$ cat src/rtl/mldsa_pkg.sv
// ML-DSA shared constants, types and encoding offsets.
// Used by power2round_stage, power2round_core and the t0 packer.
package mldsa_pkg;

  localparam int N      = 256;
  localparam int COEF_W = 23;
  localparam int D      = 13;
  localparam int T1_W   = 10;
  localparam int ADDR_W = 8;

  localparam int unsigned Q = 8380417;

  // t0 is stored as 2^(D-1) - t0 so the packer sees an unsigned value
  localparam logic [D-1:0] T0_OFFSET = 13'd4096;

  typedef enum logic [1:0] {
    IDLE,
    READ,
    DRAIN
  } p2r_state_e;

  typedef struct packed {
    logic [T1_W-1:0] t1;
    logic [D-1:0]    t0_enc;
  } p2r_res_t;

endpackage

$ cat src/rtl/power2round_core.sv
// Power2Round split (d=13), purely combinational.
// Ports: r (coefficient) in; res {t1, t0_enc = 4096 - t0 mod 2^13} out.
module power2round_core
  import mldsa_pkg::*;
(
  input  logic [COEF_W-1:0] r,
  output p2r_res_t          res
);

  localparam logic [COEF_W:0] RND =
    (COEF_W+1)'(T0_OFFSET) - (COEF_W+1)'(1);

  logic [T1_W-1:0] t1;

  always_comb begin
    t1 = T1_W'(({1'b0, r} + RND) >> D);
    res.t1 = t1;
    // low D bits of t1<<13 are zero, so this is 4096 - t0 mod 2^13
    res.t0_enc = D'({1'b0, t1, {D{1'b0}}}
               + (COEF_W+1)'(T0_OFFSET)
               - {1'b0, r});
  end

endmodule

$ cat src/rtl/power2round_stage.sv
// Streams N t coefficients from RAM, writes t1 and encoded t0.
// Ports: clk, reset (async high), start, in_data/in_en/in_addr (RAM),
//   t0_out/t0_en/t0_addr, t1_out/t1_en/t1_addr, busy, done.
//   With POWER2ROUND_RANGE_CHECK_EN: range_err (sticky r >= Q flag).
module power2round_stage
  import mldsa_pkg::*;
(
  input  logic              clk,
  input  logic              reset,
  input  logic              start,
  input  logic [COEF_W-1:0] in_data,
  output logic              in_en,
  output logic [ADDR_W-1:0] in_addr,
  output logic [D-1:0]      t0_out,
  output logic              t0_en,
  output logic [ADDR_W-1:0] t0_addr,
  output logic [T1_W-1:0]   t1_out,
  output logic              t1_en,
  output logic [ADDR_W-1:0] t1_addr,
  output logic              busy,
  output logic              done
`ifdef POWER2ROUND_RANGE_CHECK_EN
  ,
  output logic              range_err
`endif
);

  localparam logic [ADDR_W-1:0] LAST = ADDR_W'(N - 1);

  p2r_state_e        state, state_nx;
  logic [ADDR_W-1:0] rd_cnt;
  logic              v1;
  logic [ADDR_W-1:0] a1;
  logic              last_beat;
  p2r_res_t          res;

  assign last_beat = t0_en && (t0_addr == LAST);
  assign in_addr   = rd_cnt;

  always_ff @(posedge clk or posedge reset) begin
    if (reset) state <= IDLE;
    else       state <= state_nx;
  end

  always_comb begin
    state_nx = state;
    unique case (state)
      IDLE:  if (start) state_nx = READ;
      READ:  if (rd_cnt == LAST) state_nx = DRAIN;
      DRAIN: if (last_beat) state_nx = IDLE;
      default: state_nx = IDLE;
    endcase
  end

  always_comb begin
    in_en = 1'b0;
    busy  = 1'b1;
    unique case (state)
      IDLE:    busy  = 1'b0;
      READ:    in_en = 1'b1;
      DRAIN:   in_en = 1'b0;
      default: busy  = 1'b0;
    endcase
  end

  always_ff @(posedge clk or posedge reset) begin
    if (reset) begin
      rd_cnt <= '0;
    end else if (state == IDLE && start) begin
      rd_cnt <= '0;
    end else if (state == READ) begin
      rd_cnt <= rd_cnt + ADDR_W'(1);
    end
  end

  // in_data is the RAM's registered output; track which beat it is
  always_ff @(posedge clk or posedge reset) begin
    if (reset) begin
      v1 <= 1'b0;
      a1 <= '0;
    end else begin
      v1 <= in_en;
      a1 <= in_addr;
    end
  end

  power2round_core u_core (
    .r   (in_data),
    .res (res)
  );

  always_ff @(posedge clk or posedge reset) begin
    if (reset) begin
      t0_out  <= '0;
      t1_out  <= '0;
      t0_en   <= 1'b0;
      t1_en   <= 1'b0;
      t0_addr <= '0;
      t1_addr <= '0;
    end else begin
      t0_en   <= v1;
      t1_en   <= v1;
      t0_addr <= a1;
      t1_addr <= a1;
      if (v1) begin
        t0_out <= res.t0_enc;
        t1_out <= res.t1;
      end
    end
  end

  always_ff @(posedge clk or posedge reset) begin
    if (reset) done <= 1'b0;
    else       done <= (state == DRAIN) && last_beat;
  end

`ifdef POWER2ROUND_RANGE_CHECK_EN
  localparam logic [COEF_W-1:0] QV = COEF_W'(Q);

  always_ff @(posedge clk or posedge reset) begin
    if (reset) begin
      range_err <= 1'b0;
    end else if (state == IDLE && start) begin
      range_err <= 1'b0;
    end else if (v1 && in_data >= QV) begin
      range_err <= 1'b1;
    end
  end
`endif

endmodule
$ cat config.mk
export PLATFORM = sky130hd
export DESIGN_NAME = power2round_stage
export DESIGN_NICKNAME = d
export VERILOG_FILES = /design/src/rtl/mldsa_pkg.sv /design/src/rtl/power2round_core.sv /design/src/rtl/power2round_stage.sv
export SDC_FILE = /design/constraint.sdc
export NUM_CORES = 1
export LEC_CHECK = 0
export ABC_AREA = 1
export ABC_CLOCK_PERIOD_IN_PS = 2700
export BUFFER_PORTS_ARGS = -buffer_cell sky130_fd_sc_hd__buf_2
export CORE_AREA = 2 2 68 86
export CTS_CLUSTER_SIZE = 10
export DETAILED_ROUTE_END_ITERATION = 10
export DIE_AREA = 0 0 70 88
export PLACE_DENSITY = 0.76
export SLEW_MARGIN = 20
export SYNTH_ARGS = -nofsm -noshare
export SYNTH_HDL_FRONTEND = slang
export SYNTH_SLANG_ARGS = --single-unit
$ cat constraint.sdc
create_clock -name clk -period 2.7 [get_ports clk]
set_clock_uncertainty 0.15 [all_clocks]
set_input_delay 0.54 -clock clk [delete_from_list [all_inputs] [get_ports clk]]
set_output_delay 0.54 -clock clk [all_outputs]
set_load 0.005 [all_outputs]
# Word level (Yosys, flattened, before mapping)
# Index checks and enable logic that the tools add are counted.
# W data, S select, Z words.
# totals
register_bits,52
ram_bits,0
input_bits,26
word_cells,35
output_inout_bits,52
latch_bits,0
memories,0
rom_bits,0
# op_classes
n_addsub,4
n_reduce_logical,7
n_shift,0
n_eq_ne,7
mul,0
n_mux,8
bitwise_logic,0
n_div,0
n_lt_le_gt_ge,0
# op_table
op,n
$add A23 B12 Y23 const B,1
$eq A8 B8 Y1 const B,2
$mux W8,2
$add A1 B13 Y13 const AB,1
$sub A13 B13 Y13,1
$add A8 B1 Y8 const B,1
$mux W2,3
$ne A2 B2 Y1 const B,3
$pmux W2 S3,1
$logic_and A1 B1 Y1,3
$reduce_and A3 Y1,1
$eq A2 B1 Y1 const B,1
$eq A2 B2 Y1 const B,1
$logic_not A2 Y1,1
$mux W1,2
$reduce_bool A2 Y1,1
$reduce_or A2 Y1,1

# Longest topological paths before layout
# depth
ltp_word,4
ltp_mapped,10
depth_no_buf,10

# Modules after synthesis
# From an unflattened synthesis, not the netlist that was laid out.
# hier_totals
cells_unflattened,289
area_unflattened_um2,2678.8
# by_module_without_submodules
module,area_per_inst_um2,n_inst,cells_per_inst,seq_area_each_um2
power2round_stage,2003.2,1,157,1301.2
power2round_core,675.6,1,132,0.0

# Worst setup path after synthesis
# OpenSTA, ideal clock, no wires.
# synth_timing
path_kind,input to register
start,input in_data[0]
end,register t1_out[7]
path_slack_ps,1055
required_ps,2433
setup_time_ps,117
n_path_buf,0
t_arrival_ps,1377
cell_stages,9
path_cell_list,inv_1 > ha_1 > nand3_1 > nor2_4 > nand2_2 > nand2_2 > o21bai_1 > nand3_1 > nand2_1
# synth_between
elab_chain_len,1
# synth_rtl
item,line_no,rtl
start: declaration,power2round_stage.sv:11,"input logic [COEF_W-1:0] in_data,"
$add A23 B12 Y23,power2round_core.sv:16,"t1 = T1_W'(({1'b0, r} + RND) >> D);"
end signal: assignment,power2round_stage.sv:107,t1_out <= res.t1;
end: declaration,power2round_stage.sv:17,"output logic [T1_W-1:0] t1_out,"
# Every way passes these cells.
# A chain may end at the register's enable or synchronous reset.

# Worst setup path after layout
# layout_timing
start,register state[1]
end,output in_en
# layout_between
elab_chain_len,2
# layout_rtl
item,line_no,rtl
start: declaration,power2round_stage.sv:30,"p2r_state_e state, state_nx;"
start signal: assignment,power2round_stage.sv:42,else state <= state_nx;
$eq A2 B1 Y1,power2round_stage.sv:58,unique case (state)
$mux W1,power2round_stage.sv:58,
end: declaration,power2round_stage.sv:12,"output logic in_en,"
# Every way passes these cells.

==> out/summary.txt <==
Status -> complete, no violations
Postcts setup bufs -> 0
P_leak -> 1.68 nW
Synth Cell Area -> 2590 sq um
Most frequent cells in the layout -> 83 x nand2_1, 77 x buf_2, 52 x dfrtp_1
Hold Buf Count CTS -> 0
DIE WIDTH -> 70 microns
Setup Crit Path Kind -> register to output port
Crit Path Max Fanout -> 10
Cell Count, Final, Fillers Out -> 449
Core footprint -> 5330 sq um
Final Cycle Share -> 76.3%
Syn Area/Cell -> 8.32 sq um
Gr usage total -> 19.3%
Final Setup Violations -> 0
RR Startpoint -> state[1]
Mapped Nets -> 343
FMAX -> 486 MHz
Area Growth Syn to Fin -> 19.5%
Synth Register Bits -> 52
Vias per inst -> 4.94
Layout cells sized above 1 -> 27.3%
Yosys warns -> 0
Depth of the most critical reg-to-reg path -> 9
Setup TNS -> 0 ps
Synth area leader -> dfrtp_1
Top delay family on crit path -> flip-flops
Setup Slack @ Placement -> 817 ps
Row count -> 30
Number of gates resized after CTS -> 0
WL/cell -> 12.4 microns
CP Data Arrival Time -> 1370 ps
Register area share after synthesis -> 50.3%
Final WL -> 5560 microns
Worst setup slack after layout -> 641 ps
Crit-path max cell delay -> 420 ps
Iter 0 DRT Violations -> 131
Placed cells -> 441
Max Slew Vio Count -> 0
Die height -> 88 microns
Reg2reg setup slack -> 840 ps
Starting density of the core -> 48.5%
Number of routed nets with antenna violations -> 0
Clock sinks -> 52
CTS Root Cell -> clkbuf_8
Worst path buffer plus inverter count -> 2
Total die area -> 6160 sq um
GP Congestion -> 0.821
Gr ovfl total -> 0
Router iterations before antenna repair -> 4
Peak VDD IR -> 0.000432 V
Clk slew on worst S/H paths -> 110 ps
# H-tree levels -> 2
Setup repair after global routing missed its margin -> false
Max-Cap Viols -> 0
Crit end category -> output port
Yosys cell types -> 25
Clk Latency, worst-skew pair -> 320 ps
Fin. Hold Viols -> 0
Antenna Cells -> 0
Port Buffers -> 77
# IOs -> 78
DR DRC count -> 0
Commonest non-fill, non-tap cell in the layout -> nand2_1
Slew at the pin with the worst max-slew slack -> 577 ps
Num CTS Buffers -> 5
Post-synth top area share -> 50.3%
Largest net degree at the start of global routing -> 29
Critical path required time -> 2010 ps
Fillers -> 512
Pwr Density -> 846 nW/um^2
Worst path depth -> 3
Hold Crit Class -> input port to asynchronous set/reset pin
Worst reg2reg path endpoint -> in_addr[7]
Clock buffer depth -> 2
Number of global-route vias before repair -> 2119
Initial antenna violation count -> 0
Crit path max-delay cell type -> dfrtp_1
Worst setup startpoint -> state[1]
Synth area leaders -> dfrtp_1 50%, nand2_1 12%, inv_1 5.4%, nand3_1 5.2%, nor2_1 3.2%
Crit path cell chain -> inv_1, ha_1, buf_2
TritonCTS clock tree -> yes
Nets -> 416
Via count -> 2217
First-pass GRT wire length -> 9420 microns
DP HPWL -> 4220 microns
Crit start category -> register
Worst rel slew slack -> 61.5%
Tmin final -> 2060 ps
Cells after synthesis -> 311
[how the worst max path moves through the flow]
stage           endpoint  slack [ps]
6_report           in_en         640
3_3_place_gp   t1_out[7]         870
5_1_grt            in_en         560
2_1_floorplan      a1[0]         750
4_1_cts            in_en         620
3_5_place_dp   t1_out[9]         820
[logic make-up (layout without fill, tap and decap cells)]
logic type	count (synthesis)	in the layout	share of synthesized area, %
buf+inv	52	126	9.05
xor+xnor	7	7	2.37
fa+ha+maj	6	6	2.90
simple gates	160	160	28.3
flops	52	52	50.3
compound gates	34	34	7.06
[final cells by class]
type	count	area [sq um]	area share, %
repair buffers	80	420	13.6
multi-input cells	207	1050	34.0
well taps	64	80.1	2.59
inverters	38	143	4.61
clock buffers	5	68.8	2.23
clock inverters	3	27.5	0.890
flip-flops and latches	52	1300	42.1
[cell usage after synthesis]
cell type	instances
nand3_2	1
buf_2	4
inv_2	1
o21ai_0	14
nand3_1	27
clkbuf_1	1
nor2_2	4
ha_1	6
o21bai_1	1
xnor2_1	1
nor2_4	6
nand3b_1	1
dfrtp_1	52
xor2_1	6
nand2_1	83
buf_4	9
nor3_1	6
a22o_1	1
inv_1	37
a31oi_1	5
nand2_2	4
o21ai_1	6
nand4_1	6
nor2_1	22
a21oi_1	7
[worst register-to-register path: stages (launching register included)]
cell	delay [ps]
dfrtp_1	420
inv_1	110
ha_1	350
nand2_1	110
nor2_2	190
nand2_1	90
nor2_2	100
nand2_1	80
o21ai_1	120
a21oi_1	50
[registers in the layout, indices dropped and copies added, names as in the netlist]
name,cells
t1_out,10
t1_en,1
in_addr,8
done,1
a1,8
t1_addr,8
state,2
v1,1
t0_out,13
[where the power goes]
| part | internal [mW] | switching (mW) | total [mW] |
|---|---|---|---|
| logic | 0.403 | 0.513 | 0.916 |
| clock network | 0.191 | 0.293 | 0.484 |
| registers | 1.05 | 0.166 | 1.21 |
| total | 1.64 | 0.972 | 2.61 |
[through the flow]
stage          utilization [%]  total power [mW]  hold slack [ps]  cell area, sq um
2_1_floorplan                -              1.76              181              2590
3_3_place_gp              56.2              2.13              182              3000
3_5_place_dp              56.2              2.16              185              3000
4_1_cts                   58.0              2.65              135              3090
5_1_grt                   58.0              2.83              171              3090
6_report                  58.0              2.61              117              3090
[routing by layer]
layer / up-vias / share of wire [%] / global-route usage, %
met1: 1011 / 46 / 26.0
met4: 0 / 1.6 / 9.27
met2: 69 / 47 / 30.4
li1: 1129 / - / -
met5: - / 0 / 0
met3: 8 / 5.4 / 3.68
Power figures use the tool's default switching activity.
